--- config.mk ---
export PLATFORM = sky130hd
export DESIGN_NAME = rst_seq_ctrl_flat
export DESIGN_NICKNAME = d
export VERILOG_FILES = /design/src/rtl/rst_seq_ctrl_pkg.sv /design/src/rtl/rst_seq_ctrl_if.sv /design/src/rtl/rst_seq_ctrl_debounce.sv /design/src/rtl/rst_seq_ctrl.sv /design/src/flat_wrapper.sv
export SDC_FILE = /design/constraint.sdc
export NUM_CORES = 1
export LEC_CHECK = 0
export ABC_AREA = 1
export BUFFER_PORTS_ARGS = -buffer_cell sky130_fd_sc_hd__buf_4
export CORE_ASPECT_RATIO = 1.75
export CORE_MARGIN = 1.5
export CORE_UTILIZATION = 50
export DETAILED_ROUTE_END_ITERATION = 12
export PLACE_DENSITY = 0.76
export SLEW_MARGIN = 20
export SYNTH_ARGS = -nofsm -noshare
export SYNTH_HDL_FRONTEND = slang
export SYNTH_SLANG_ARGS = --single-unit
--- constraint.sdc ---
create_clock -name clk -period 1.8 [get_ports clk]
set_input_delay 0.36 -clock clk [delete_from_list [all_inputs] [get_ports clk]]
set_output_delay 0.36 -clock clk [all_outputs]
set_load 0.05 [all_outputs]
--- src/rtl/rst_seq_ctrl_pkg.sv ---
// Shared types for the board reset sequencer.
// State encoding is fixed because the core status register reports it.
package rst_seq_ctrl_pkg;

    typedef enum logic [1:0] {
        WAIT_LOCK = 2'd0,
        HOLD      = 2'd1,
        RELEASE   = 2'd2,
        RUN       = 2'd3
    } seq_state_e;

endpackage

--- src/rtl/rst_seq_ctrl_if.sv ---
// Reset sequencer bundle: raw requests, lock and cause clear in; domain resets, busy, cause out.
interface rst_seq_ctrl_if #(
    parameter int N_SRC = 2,
    parameter int N_DOM = 3
);
    logic [N_SRC-1:0] rst_req;
    logic             locked;
    logic             cause_clr;
    logic [N_DOM-1:0] rst_dom_n;
    logic             busy;
    logic [N_SRC:0]   rst_cause;

    modport master (
        output rst_req, locked, cause_clr,
        input  rst_dom_n, busy, rst_cause
    );

    modport slave (
        input  rst_req, locked, cause_clr,
        output rst_dom_n, busy, rst_cause
    );
endinterface

--- src/rtl/rst_seq_ctrl_debounce.sv ---
// Two-flop synchroniser plus stability debounce for one raw reset request.
// active is the debounced request, normalised to active high.
module rst_seq_ctrl_debounce #(
    parameter int DEB_CYCLES = 12000,
    parameter bit ACT_HI     = 1'b1
) (
    input  logic clk,
    input  logic rst_n,
    input  logic raw,
    output logic active
);
    localparam int CW = $clog2(DEB_CYCLES + 1);
    localparam logic [CW-1:0] DEB_MAX = CW'(DEB_CYCLES - 1);

    if (DEB_CYCLES < 1) begin : g_bad_deb
        $error("rst_seq_ctrl_debounce: DEB_CYCLES must be >= 1");
    end

    logic          sync1;
    logic          sync2;
    logic          stable;
    logic [CW-1:0] cnt;

    always_ff @(posedge clk) begin
        if (!rst_n) begin
            sync1  <= 1'b0;
            sync2  <= 1'b0;
            stable <= ~ACT_HI;
            cnt    <= '0;
        end else begin
            sync1 <= raw;
            sync2 <= sync1;
            if (sync2 == stable) begin
                cnt <= '0;
            end else if (cnt == DEB_MAX) begin
                stable <= sync2;
                cnt    <= '0;
            end else begin
                cnt <= cnt + 1'b1;
            end
        end
    end

    assign active = stable ^ ~ACT_HI;

endmodule

--- src/rtl/rst_seq_ctrl.sv ---
// Board reset sequencer: merges debounced requests with MMCM lock, holds all
// domains in reset, releases them in order and records the cause of the last reset.
module rst_seq_ctrl
    import rst_seq_ctrl_pkg::*;
#(
    parameter int               N_SRC       = 2,
    parameter int               N_DOM       = 3,
    parameter logic [N_SRC-1:0] SRC_ACT_HI  = '1,
    parameter int               DEB_CYCLES  = 12000,
    parameter int               HOLD_CYCLES = 256,
    parameter int               STEP_CYCLES = 16
) (
    input  logic         clk,
    input  logic         rst_n,
    rst_seq_ctrl_if.slave bus
);
    // state     | meaning
    // WAIT_LOCK | all domains in reset, waiting for lock and no request
    // HOLD      | all domains in reset, counting the hold time
    // RELEASE   | releasing domain k every STEP_CYCLES
    // RUN       | all domains released

    if (N_DOM < 1 || STEP_CYCLES < 1 || HOLD_CYCLES < 1) begin : g_bad_param
        $error("rst_seq_ctrl: N_DOM, STEP_CYCLES and HOLD_CYCLES must be >= 1");
    end

    localparam int HW = $clog2(HOLD_CYCLES + 1);
    localparam int SW = $clog2(STEP_CYCLES + 1);
    localparam int KW = (N_DOM > 1) ? $clog2(N_DOM) : 1;
    localparam logic [HW-1:0] HOLD_MAX = HW'(HOLD_CYCLES - 1);
    localparam logic [SW-1:0] STEP_MAX = SW'(STEP_CYCLES - 1);
    localparam logic [KW-1:0] K_LAST   = KW'(N_DOM - 1);

    logic [N_SRC-1:0] req_vec;
    logic             req_any;
    logic             lock_s1;
    logic             locked_s;

    for (genvar i = 0; i < N_SRC; i++) begin : g_src
        rst_seq_ctrl_debounce #(
            .DEB_CYCLES (DEB_CYCLES),
            .ACT_HI     (SRC_ACT_HI[i])
        ) u_deb (
            .clk    (clk),
            .rst_n  (rst_n),
            .raw    (bus.rst_req[i]),
            .active (req_vec[i])
        );
    end

    assign req_any = |req_vec;

    seq_state_e       state_q, state_d;
    logic [HW-1:0]    hold_q, hold_d;
    logic [SW-1:0]    step_q, step_d;
    logic [KW-1:0]    k_q, k_d;
    logic [N_DOM-1:0] rst_dom_q, rst_dom_d;
    logic [N_SRC:0]   cause_q;
    logic             capture;

    always_ff @(posedge clk) begin
        if (!rst_n) begin
            lock_s1   <= 1'b0;
            locked_s  <= 1'b0;
            state_q   <= WAIT_LOCK;
            hold_q    <= '0;
            step_q    <= '0;
            k_q       <= '0;
            rst_dom_q <= '0;
            cause_q   <= '0;
        end else begin
            lock_s1   <= bus.locked;
            locked_s  <= lock_s1;
            state_q   <= state_d;
            hold_q    <= hold_d;
            step_q    <= step_d;
            k_q       <= k_d;
            rst_dom_q <= rst_dom_d;
            // A clear coinciding with a capture keeps only the new bits
            cause_q   <= (bus.cause_clr ? '0 : cause_q) |
                         (capture ? {~locked_s, req_vec} : '0);
        end
    end

    always_comb begin
        state_d   = state_q;
        hold_d    = hold_q;
        step_d    = step_q;
        k_d       = k_q;
        rst_dom_d = rst_dom_q;
        capture   = 1'b0;
        case (state_q)
            WAIT_LOCK: begin
                rst_dom_d = '0;
                if (locked_s && !req_any) begin
                    state_d = HOLD;
                    hold_d  = HOLD_MAX;
                end
            end
            HOLD: begin
                rst_dom_d = '0;
                if (!locked_s) begin
                    state_d = WAIT_LOCK;
                end else if (req_any) begin
                    hold_d = HOLD_MAX;
                end else if (hold_q == '0) begin
                    state_d = RELEASE;
                    k_d     = '0;
                    step_d  = STEP_MAX;
                end else begin
                    hold_d = hold_q - 1'b1;
                end
            end
            RELEASE: begin
                if (!locked_s || req_any) begin
                    rst_dom_d = '0;
                    capture   = 1'b1;
                    hold_d    = HOLD_MAX;
                    state_d   = locked_s ? HOLD : WAIT_LOCK;
                end else if (step_q == '0) begin
                    rst_dom_d[k_q] = 1'b1;
                    if (k_q == K_LAST) begin
                        state_d = RUN;
                    end else begin
                        k_d    = k_q + 1'b1;
                        step_d = STEP_MAX;
                    end
                end else begin
                    step_d = step_q - 1'b1;
                end
            end
            RUN: begin
                rst_dom_d = '1;
                if (!locked_s || req_any) begin
                    rst_dom_d = '0;
                    capture   = 1'b1;
                    state_d   = WAIT_LOCK;
                end
            end
            default: begin
                rst_dom_d = '0;
                state_d   = WAIT_LOCK;
            end
        endcase
    end

    assign bus.rst_dom_n = rst_dom_q;
    assign bus.busy      = ~&rst_dom_q;
    assign bus.rst_cause = cause_q;

endmodule

--- src/flat_wrapper.sv ---
// flat-port wrapper written by rule: the top's interface ports become plain ports
module rst_seq_ctrl_flat import rst_seq_ctrl_pkg::*;
#(
    parameter int               N_SRC       = 2,
    parameter int               N_DOM       = 3,
    parameter logic [N_SRC-1:0] SRC_ACT_HI  = '1,
    parameter int               DEB_CYCLES  = 12000,
    parameter int               HOLD_CYCLES = 256,
    parameter int               STEP_CYCLES = 16
)
  (clk, rst_n, bus_rst_req, bus_locked, bus_cause_clr, bus_rst_dom_n, bus_busy, bus_rst_cause);
  rst_seq_ctrl_if #(.N_SRC(N_SRC), .N_DOM(N_DOM)) bus_i ();
  input  logic clk;
  input  logic rst_n;
  input wire logic [$bits(bus_i.rst_req)-1:0] bus_rst_req;
  input wire logic [$bits(bus_i.locked)-1:0] bus_locked;
  input wire logic [$bits(bus_i.cause_clr)-1:0] bus_cause_clr;
  output wire logic [$bits(bus_i.rst_dom_n)-1:0] bus_rst_dom_n;
  output wire logic [$bits(bus_i.busy)-1:0] bus_busy;
  output wire logic [$bits(bus_i.rst_cause)-1:0] bus_rst_cause;
  assign bus_i.rst_req = bus_rst_req;
  assign bus_i.locked = bus_locked;
  assign bus_i.cause_clr = bus_cause_clr;
  assign bus_rst_dom_n = bus_i.rst_dom_n;
  assign bus_busy = bus_i.busy;
  assign bus_rst_cause = bus_i.rst_cause;
  rst_seq_ctrl #(.N_SRC(N_SRC), .N_DOM(N_DOM), .SRC_ACT_HI(SRC_ACT_HI), .DEB_CYCLES(DEB_CYCLES), .HOLD_CYCLES(HOLD_CYCLES), .STEP_CYCLES(STEP_CYCLES)) u_core (.clk(clk), .rst_n(rst_n), .bus(bus_i));
endmodule
==> results.cfg, run 1 <==
[status]
outcome = finished, final reports clean

[synthesis]
syn_area_per_cell_um2 = 6.90
synthDominantCellAreaShare_pct = 40.1
synth_largest_area_cell = dfxtp_1
syn_nets = 453
synth_edf_count = 0
synthDistinctLibCells = 30
synth_most_common_cell = nand2_1
synth.top_cells.by_area = dfxtp_1 (40%), nand2_1 (13%), inv_1 (7.8%)
ys_ff_latch = 60
ys_seq_area_share_pct = 40.1
yosys_warnings = 0
syn_inst = 434
synth_common_cells = nand2_1 (101), inv_1 (62), dfxtp_1 (60), nor2_1 (58)
synthFlopType = dfxtp_1
async_reset_ff_share_pct = 0
synth_area_mm2 = 0.00299

[power]
power_frac_comb_pct = 17.1
p_seq_share_pct = 47.5
p_sw_share_pct = 30.4
p_leak_uw = 0.00143
clkPwrFrac_pct = 35.4
p_int_uw = 2110
ir_worst_vdd_mv = 0.483
power.switching_uw = 922
p_per_area_mw_per_mm2 = 893

[clock_network]
cts-root-buf = clkbuf_8
path_clk_slew_ns = 0.07
insertion_delay_ns = 0.35
cts_setup_buffers = 0
htree_levels = 3
cts_tree = built
numCtsBuffers = 9
cts_num_sinks = 60
cts_buffer_depth = 2
ctsResizeCount = 0
hold_buffers = 0

[setup_path]
critPathCaptureType = flip-flop
path_buf_inv = 2
cpPeakStageDelay_ns = 0.37
critPathSlowestCell = dfxtp_2
crit_chain = inv_1, ha_2, buf_12, nand2_1, nor2_1, nor2_2, nand3_4, nor2_1, a21oi_1
cp-start-kind = flip-flop
path_common_cell = nor2_1
crit_type = reg -> reg
path_delay_family = simple AND/OR/NAND/NOR gates
cp.required_ns = 2.04
crit_arrival_ns = 1.86
worstPathMaxFanout = 11

[sta]
tightest_slew_ns = 0.444
slew_headroom_pct = 70.4
setup_viol = 0
finalSetupTns_ns = 0
period_needed_ns = 1.62
drv_slew = 0
fin_crit_sh_pct = 90.1
hold_viol_final = 0
rsz0062_at_grt = no
clock.fmax_ghz = 0.617
skew_ns = 0.00425

[die]
rows = 37
core_mm2 = 0.00583
fp.dieH_um = 105
initial_core_util_pct = 51.3
dieArea_mm2 = 0.00648
die_x_um = 61.5
io_pins = 13

[global_routing]
grt-ovfl-total = 0
gr-usage-all-layers_pct = 20.9
grt_max_degree = 23
antenna_found_initial = 0
grt_pass1_vias = 2496
grt_first_pass_wirelength_um = 10200

[cells_and_area]
finalNonFillerCells = 540
drive_gt1_share_pct = 13.2
n_antenna_cell = 0
postLayoutCoreUtil_pct = 58.3
fin_nets = 476
areaGrowthSynthToFinish_pct = 13.6

[routing]
vias_per_cell = 5.07
drt-initial-drc-count = 91
dr.pass1.iters = 4
num_vias = 2737
route.detailed.wl_per_inst_um = 11.3
drtAntennaViolNets = 0
drc_errors = 0
drt_wl_total_um = 6090

[place]
placedCellCount = 524
place.gp.congestion = 0.850
hpwl_um = 4540
portBuffers = 12

[worst_hold_path]
hp-class = in -> reg

[flow_run]
cap_violations = 0
stage by stage:
step	instance area [um^2]	hold WS [ns]	power (uW)	setup WS, ns
finish	3400	0.190	3040	0.178
global route	3400	0.194	3200	0.0217
CTS	3380	0.178	3050	0.0312
detailed placement	3210	0.407	1980	0.0516
global placement	3210	0.401	1960	0.146
floorplan	2990	0.390	1860	0.243
power groups by stage:
| stage | Combinational [uW] | Sequential, uW | Clock [uW] |
|---|---|---|---|
| detailed placement | 510 | 1470 | 0 |
| finish | 519 | 1440 | 1070 |
| global placement | 497 | 1470 | 0 |
| global route | 594 | 1450 | 1150 |
| floorplan | 408 | 1460 | 0 |
| CTS | 512 | 1440 | 1100 |
kinds of logic (layout without fill, tap and decap cells):
| kind of cell | Yosys count | after routing | share of synthesized area [%] |
|---|---|---|---|
| simple gates | 232 | 232 | 34.5 |
| buf+inv | 71 | 99 | 9.24 |
| flops | 60 | 60 | 40.1 |
| compound gates | 54 | 54 | 9.53 |
| fa+ha+maj | 13 | 13 | 5.43 |
| xor+xnor | 4 | 4 | 1.17 |
registers in the layout (all words and copies together) (netlist names):
name,cells
u_core.hold_q,9
u_core.lock_s1,1
u_core.k_q,2
u_core.locked_s,1
u_core.g_src.u_deb.active,2
u_core.step_q,5
u_core.bus.rst_dom_n,3
u_core.g_src.u_deb.sync1,2
u_core.g_src.u_deb.cnt,28
u_core.bus.rst_cause,3
u_core.g_src.u_deb.sync2,2
u_core.state_q,2
final timing paths:
kind                      from                     endpoint  slack [ns]  depth (start not counted)
max reg2reg  u_core.state_q[0]             u_core.step_q[0]        0.18                          9
min             bus_rst_req[0]  u_core.g_src[0].u_deb.sync1        0.19                          3
max          u_core.state_q[0]             u_core.step_q[0]        0.18                          9
min reg2reg     u_core.lock_s1              u_core.locked_s        0.42                          2
cell type report:
class / count / area, um^2
timing repair buffer: 18 / 148
sequential: 60 / 1200
fill: 565 / 2430
inverter: 65 / 245
multi-input combinational: 303 / 1540
clock inverter: 5 / 27.5
clock buffer: 11 / 141
tap: 78 / 97.6
layout by cell type (no fill, tap or decap), drive strengths merged, types with 13 or more instances in the layout:
master  instances
nand3          31
buf            18
nand4          14
dfxtp          60
nand2         105
nor2           64
a21oi          29
o21ai          17
inv            64
ha             13
per-layer routing:
layer  track usage, %  wire [um]  up-vias
met5                0          0        -
li1                 -          -     1427
met1             20.7       2400     1241
met3             6.01        203       19
met2             36.2       3280       50
met4             12.2        204        0
worst min-delay path: cells and delay by family:
kind                   cells  cell delay (ns)
AND/OR/NAND/NOR            1             0.04
buffers and inverters      2             0.12
No activity file was read; power rests on OpenSTA's default activity.
==> run 2, diff against run 1 <==
- BUFFER_PORTS_ARGS: -buffer_cell sky130_fd_sc_hd__buf_4 -> not set
- DONT_BUFFER_PORTS: not set -> 1
- PLACE_DENSITY: 0.76 -> 0.74
==> run 2 against run 1 <==
Die area unchanged; final cell count decreased by 1.7%; cell area decreased by 1.4%; flip-flop and latch count unchanged; hold slack got worse by 0.081 ns; count of clock-buffer cells in the layout increased by 1; largest power group unchanged; highest routed layer unchanged.
==> results.cfg, run 2 (synthesized netlist as in run 1, its figures left out) <==
[status]
outcome = finished, final reports clean

[sta]
period_needed_ns = 1.60
rsz0062_at_grt = no
hold_viol_final = 0
slew_headroom_pct = 65.6
fin_crit_sh_pct = 88.8
finalSetupTns_ns = 0
setup_viol = 0
drv_slew = 0
clock.fmax_ghz = 0.626
hold_slack_ns = 0.109
skew_ns = 0.00939
tightest_slew_ns = 0.515

[place]
hpwl_um = 4730
place.gp.congestion = 0.804
portBuffers = 0

[setup_path]
worstPathMaxFanout = 11
critPathCaptureType = flip-flop
reg2regPathDepth = 9
cpPeakStageDelay_ns = 0.33
path_depth = 9
path_buf_inv = 2
path_delay_family = simple AND/OR/NAND/NOR gates
crit_chain = inv_1, ha_1, buf_4, nand2_1, nor2_1, nor2_2, nand3_4, o21ai_0, nor2_1
crit_type = reg -> reg
crit_arrival_ns = 1.83
critPathSlowestCell = dfxtp_1
cp.required_ns = 2.03
path_common_cell = nor2_1
cp-start-kind = flip-flop

[routing]
drt-initial-drc-count = 95
num_vias = 2733
drt_wl_total_um = 6220
vias_per_cell = 5.15
drtAntennaViolNets = 0
drc_errors = 0
route.detailed.wl_per_inst_um = 11.7
dr.pass1.iters = 4

[clock_network]
htree_levels = 3
hold_buffers = 0
cts-root-buf = clkbuf_8
cts_setup_buffers = 0
insertion_delay_ns = 0.35
cts_num_sinks = 60
cts_buffer_depth = 2
cts_tree = built
ctsResizeCount = 0
numCtsBuffers = 9
path_clk_slew_ns = 0.06

[die]
io_pins = 13
die_x_um = 61.5
fp.dieH_um = 105
initial_core_util_pct = 51.3
dieArea_mm2 = 0.00648
rows = 37
core_mm2 = 0.00583

[power]
p_per_area_mw_per_mm2 = 955
p_leak_uw = 0.00140
ir_worst_vdd_mv = 0.890

[cells_and_area]
drive_gt1_share_pct = 11.3
reg.largest.list = u_core.g_src.u_deb.cnt: 28 flops, u_core.hold_q: 9 flops, u_core.step_q: 5 flops
layout_commonest_cell = nand2_1
top_register = u_core.g_src.u_deb.cnt
areaGrowthSynthToFinish_pct = 12.0
largest_reg_flops = 28
layout_common_cells = nand2_1 (100), inv_1 (61), dfxtp_1 (60)
fin_nets = 467
n_antenna_cell = 0

[global_routing]
gr-usage-all-layers_pct = 22.4
grt_max_degree = 25
grt_pass1_vias = 2826
grt-ovfl-total = 0
grt_first_pass_wirelength_um = 11000
antenna_found_initial = 0

[worst_hold_path]
hold_depth = 2
hp-class = in -> reg

[flow_run]
cap_violations = 0
## run 2: cell count changes in the layout (fill, tap and decap cells not counted), sizes merged
| cell | previous run | this run |
|---|---|---|
| buf | 18 | 9 |
| clkinv | 5 | 3 |
| bufinv | 0 | 1 |
| clkbuf | 11 | 12 |
## run 2: metrics by stage
step	cells	area (um^2)	power [uW]	util [%]	setup WS, ns
floorplan	434	2990	1860	-	0.243
global placement	515	3130	1960	53.6	0.150
detailed placement	515	3130	1970	53.6	0.114
CTS	531	3330	3210	57.1	0.109
global route	531	3350	3370	57.5	0.0164
finish	531	3350	3200	57.5	0.202
## run 2: worst register-to-register path, delay by kind of cell, from the launching register on
kind	cells	cell delay, ns
simple gates	5	0.51
flops	1	0.33
buf+inv	2	0.26
fa+ha+maj	1	0.21
compound gates	1	0.18
## run 2: final timing paths
| kind | from | end | slack, ns |
|---|---|---|---|
| setup / recovery | u_core.state_q[0] | u_core.step_q[1] | 0.20 |
| hold / removal | bus_rst_req[0] | u_core.g_src[0].u_deb.sync1 | 0.11 |
| setup reg to reg | u_core.state_q[0] | u_core.step_q[1] | 0.20 |
| hold reg to reg | u_core.step_q[0] | u_core.step_q[0] | 0.42 |
## run 2: final cells by class
type	instances	area, um^2
Sequential cell	60	1200
Clock buffer	12	155
Timing Repair Buffer	9	67.6
Tap cell	78	97.6
Multi-Input combinational cell	303	1540
Fill cell	565	2480
Clock inverter	4	47.5
Inverter	65	245
## run 2: per-layer routing
layer / vias up / wire length [um] / track usage [%]
met4: 0 / 253 / 13.5
met3: 20 / 177 / 6.75
met1: 1268 / 2340 / 20.8
met5: - / 0 / 0
li1: 1409 / - / -
met2: 36 / 3450 / 39.5
## run 2: where the power goes
part           leakage (uW)  switching [uW]  internal (uW)
Sequential         0.000487            46.6           1390
Clock              0.000102             535            710
Combinational      0.000809             326            192
==> run 3, diff against run 2 <==
- ABC_AREA: 1 -> 0
==> run 3 against run 2 <==
Via count down 4.0%; core utilization up 6.7 points; synthesized cell count down 22%; power up 26%; combinational power up 130%; flip-flop and latch count unchanged; critical path type unchanged; the flow now finishes with violations (setup timing); sequential share of layout area down 3.5 points; synthesized area up 0.29%; count of clock-buffer cells in the layout down 1; highest routed layer unchanged; hold slack better by 0.024 ns; critical path depth down 2; clock skew up 0.0038 ns.
==> results.cfg, run 3 <==
[status]
violations = setup timing
outcome = finished with violations

[synthesis]
ys_seq_area_share_pct = 40.0
synth_edf_count = 0
async_reset_ff_share_pct = 0
synth.top_cells.by_area = dfxtp_1 (40%), ha_1 (5.4%), nor2_1 (5.1%)
synthDominantCellAreaShare_pct = 40.0
syn_nets = 357
synthDistinctLibCells = 61
synth_most_common_cell = dfxtp_1
synth_area_mm2 = 0.00300
synth_largest_area_cell = dfxtp_1
yosys_warnings = 0
synth_common_cells = dfxtp_1 (60), nor2_1 (41), nand2_1 (24), inv_1 (22), a21oi_1 (16)
synthFlopType = dfxtp_1
syn_area_per_cell_um2 = 8.88
ys_ff_latch = 60
syn_inst = 338

[place]
hpwl_um = 4870
placedCellCount = 446
portBuffers = 0
placed_area_mm2 = 0.00335
place.gp.congestion = 0.829
pre_cts_ws_ns = -0.0409

[setup_path]
crit_chain = inv_2, ha_4, buf_4, or3b_2, nor4_1, and3_4, a22o_1
crit_arrival_ns = 2.10
cp-start-kind = flip-flop
critPathSlowestCell = or3b_2
critPathCaptureType = flip-flop
cp.required_ns = 2.09
path_buf_inv = 2
worstPathMaxFanout = 3
path_delay_family = simple AND/OR/NAND/NOR gates
cpPeakStageDelay_ns = 0.47
crit_type = reg -> reg

[cells_and_area]
n_antenna_cell = 0
fin_nets = 401
top_register = u_core.g_src.u_deb.cnt
layout_common_cells = dfxtp_1 (54), buf_4 (42), nor2_1 (40)
largest_reg_flops = 28
areaGrowthSynthToFinish_pct = 24.7
finalNonFillerCells = 465
layout_commonest_cell = dfxtp_1
nFillCells = 499
post-route-cell-area_mm2 = 0.00375
drive_gt1_share_pct = 25.1
reg.largest.list = u_core.g_src.u_deb.cnt: 28 flops, u_core.hold_q: 9 flops, u_core.step_q: 5 flops

[sta]
setup_viol = 1
timing.final.ws_setup_ns = -0.0104
hold_viol_final = 0
period_needed_ns = 1.81
fin_crit_sh_pct = 101
clock.fmax_ghz = 0.552
skew_ns = 0.0132
tightest_slew_ns = 0.548
finalSetupTns_ns = -0.0104
slew_headroom_pct = 63.4
rsz0062_at_grt = yes
drv_slew = 0

[routing]
num_vias = 2624
drc_errors = 0
dr.pass1.iters = 4
route.detailed.wl_per_inst_um = 14.9
vias_per_cell = 5.64
drt-initial-drc-count = 85
drtAntennaViolNets = 0
drt_wl_total_um = 6950

[global_routing]
grt_max_degree = 23
grt_pass1_vias = 2528
antenna_found_initial = 0
gr-usage-all-layers_pct = 22.5
grt-ovfl-total = 0
grt_first_pass_wirelength_um = 10900

[die]
io_pins = 13
fp.dieH_um = 106
dieArea_mm2 = 0.00650
rows = 37
die_x_um = 61.6
core_mm2 = 0.00583
initial_core_util_pct = 51.5

[clock_network]
path_clk_slew_ns = 0.07
cts-root-buf = clkbuf_8
cts_tree = built
insertion_delay_ns = 0.35
numCtsBuffers = 9
htree_levels = 3
cts_buffer_depth = 2
cts_num_sinks = 60
hold_buffers = 0

[worst_hold_path]
hp-class = in -> reg

[flow_run]
cap_violations = 0

[power]
ir_worst_vdd_mv = 0.659
p_per_area_mw_per_mm2 = 1070
p_leak_uw = 0.00139
[run 3: cell types whose count changed after synthesis, moves of 13 or more]
cell     change
nor2_1      -17
inv_1       -40
xnor2_1     +13
a21oi_1     -13
nand2_1     -77
nand3_1     -14
[run 3: kinds of logic after synthesis]
| logic type | count (synthesis) | synth area share [%] |
|---|---|---|
| xor gates and xnor gates | 25 | 7.29 |
| muxes | 4 | 1.33 |
| buffers and inverters | 31 | 4.71 |
| and+or+nand+nor | 141 | 25.8 |
| adders and majority gates | 13 | 5.42 |
| DFF | 60 | 40.0 |
| AOI/OAI and AO/OA | 64 | 15.5 |
[run 3: per-stage QoR]
| step | util [%] | hold WS (ns) | power, uW |
|---|---|---|---|
| after floorplan | - | 0.412 | 2120 |
| after global placement | 57.4 | 0.420 | 2440 |
| after detailed placement | 57.4 | 0.420 | 2460 |
| after CTS | 61.6 | 0.121 | 3830 |
| after global routing | 64.2 | 0.117 | 4220 |
| final | 64.2 | 0.134 | 4030 |
[run 3: path summary, 6_finish.rpt]
kind | slack (ns) | cells past startpoint | endpoint | startpoint
worst min register to register | 0.43 | 1 | u_core.g_src[0].u_deb.sync2 | u_core.g_src[0].u_deb.sync1
worst max-delay path | -0.01 | 7 | u_core.k_q[0] | u_core.step_q[0]
worst min-delay path | 0.13 | 2 | u_core.step_q[4] | rst_n
worst max register to register | -0.01 | 7 | u_core.k_q[0] | u_core.step_q[0]
[run 3: repair_timing]
action / CTS / global route
gates resized for setup: 5 / 33
buffers inserted: 0 / 3
pin swaps: 0 / 12
endpoints found under the setup margin: 7 / 31
[run 3: worst reg2reg max path, cell delays in order, from the launching register on]
cell and delay [ns]:
dfxtp_2 0.32, inv_2 0.08, ha_4 0.14, buf_4 0.11, or3b_2 0.47, nor4_1 0.26
and3_4 0.24, a22o_1 0.15
[run 3: power by group]
part / switching [uW] / leakage, uW / internal, uW
registers: 77.7 / 0.000490 / 1420
clock network: 528 / 0.000113 / 810
logic: 608 / 0.000787 / 585
total: 1210 / 0.00139 / 2810
[run 3: area by class of cell]
cell class / count / area [um^2] / area share [%]
flip-flops and latches: 60 / 1210 / 32.3
clock inverters: 5 / 75.1 / 2.00
repair buffers: 42 / 315 / 8.42
inverters: 22 / 82.6 / 2.20
well taps: 78 / 97.6 / 2.61
multi-input cells: 247 / 1820 / 48.7
clock buffers: 11 / 141 / 3.77
[run 3: routing by layer]
layer / wire length [um] / up-vias / GRT usage, %
met1: 2580 / 1262 / 20.3
li1: - / 1301 / -
met5: 0 / - / 0
met4: 231 / 0 / 11.1
met3: 195 / 22 / 6.26
met2: 3940 / 39 / 41.9
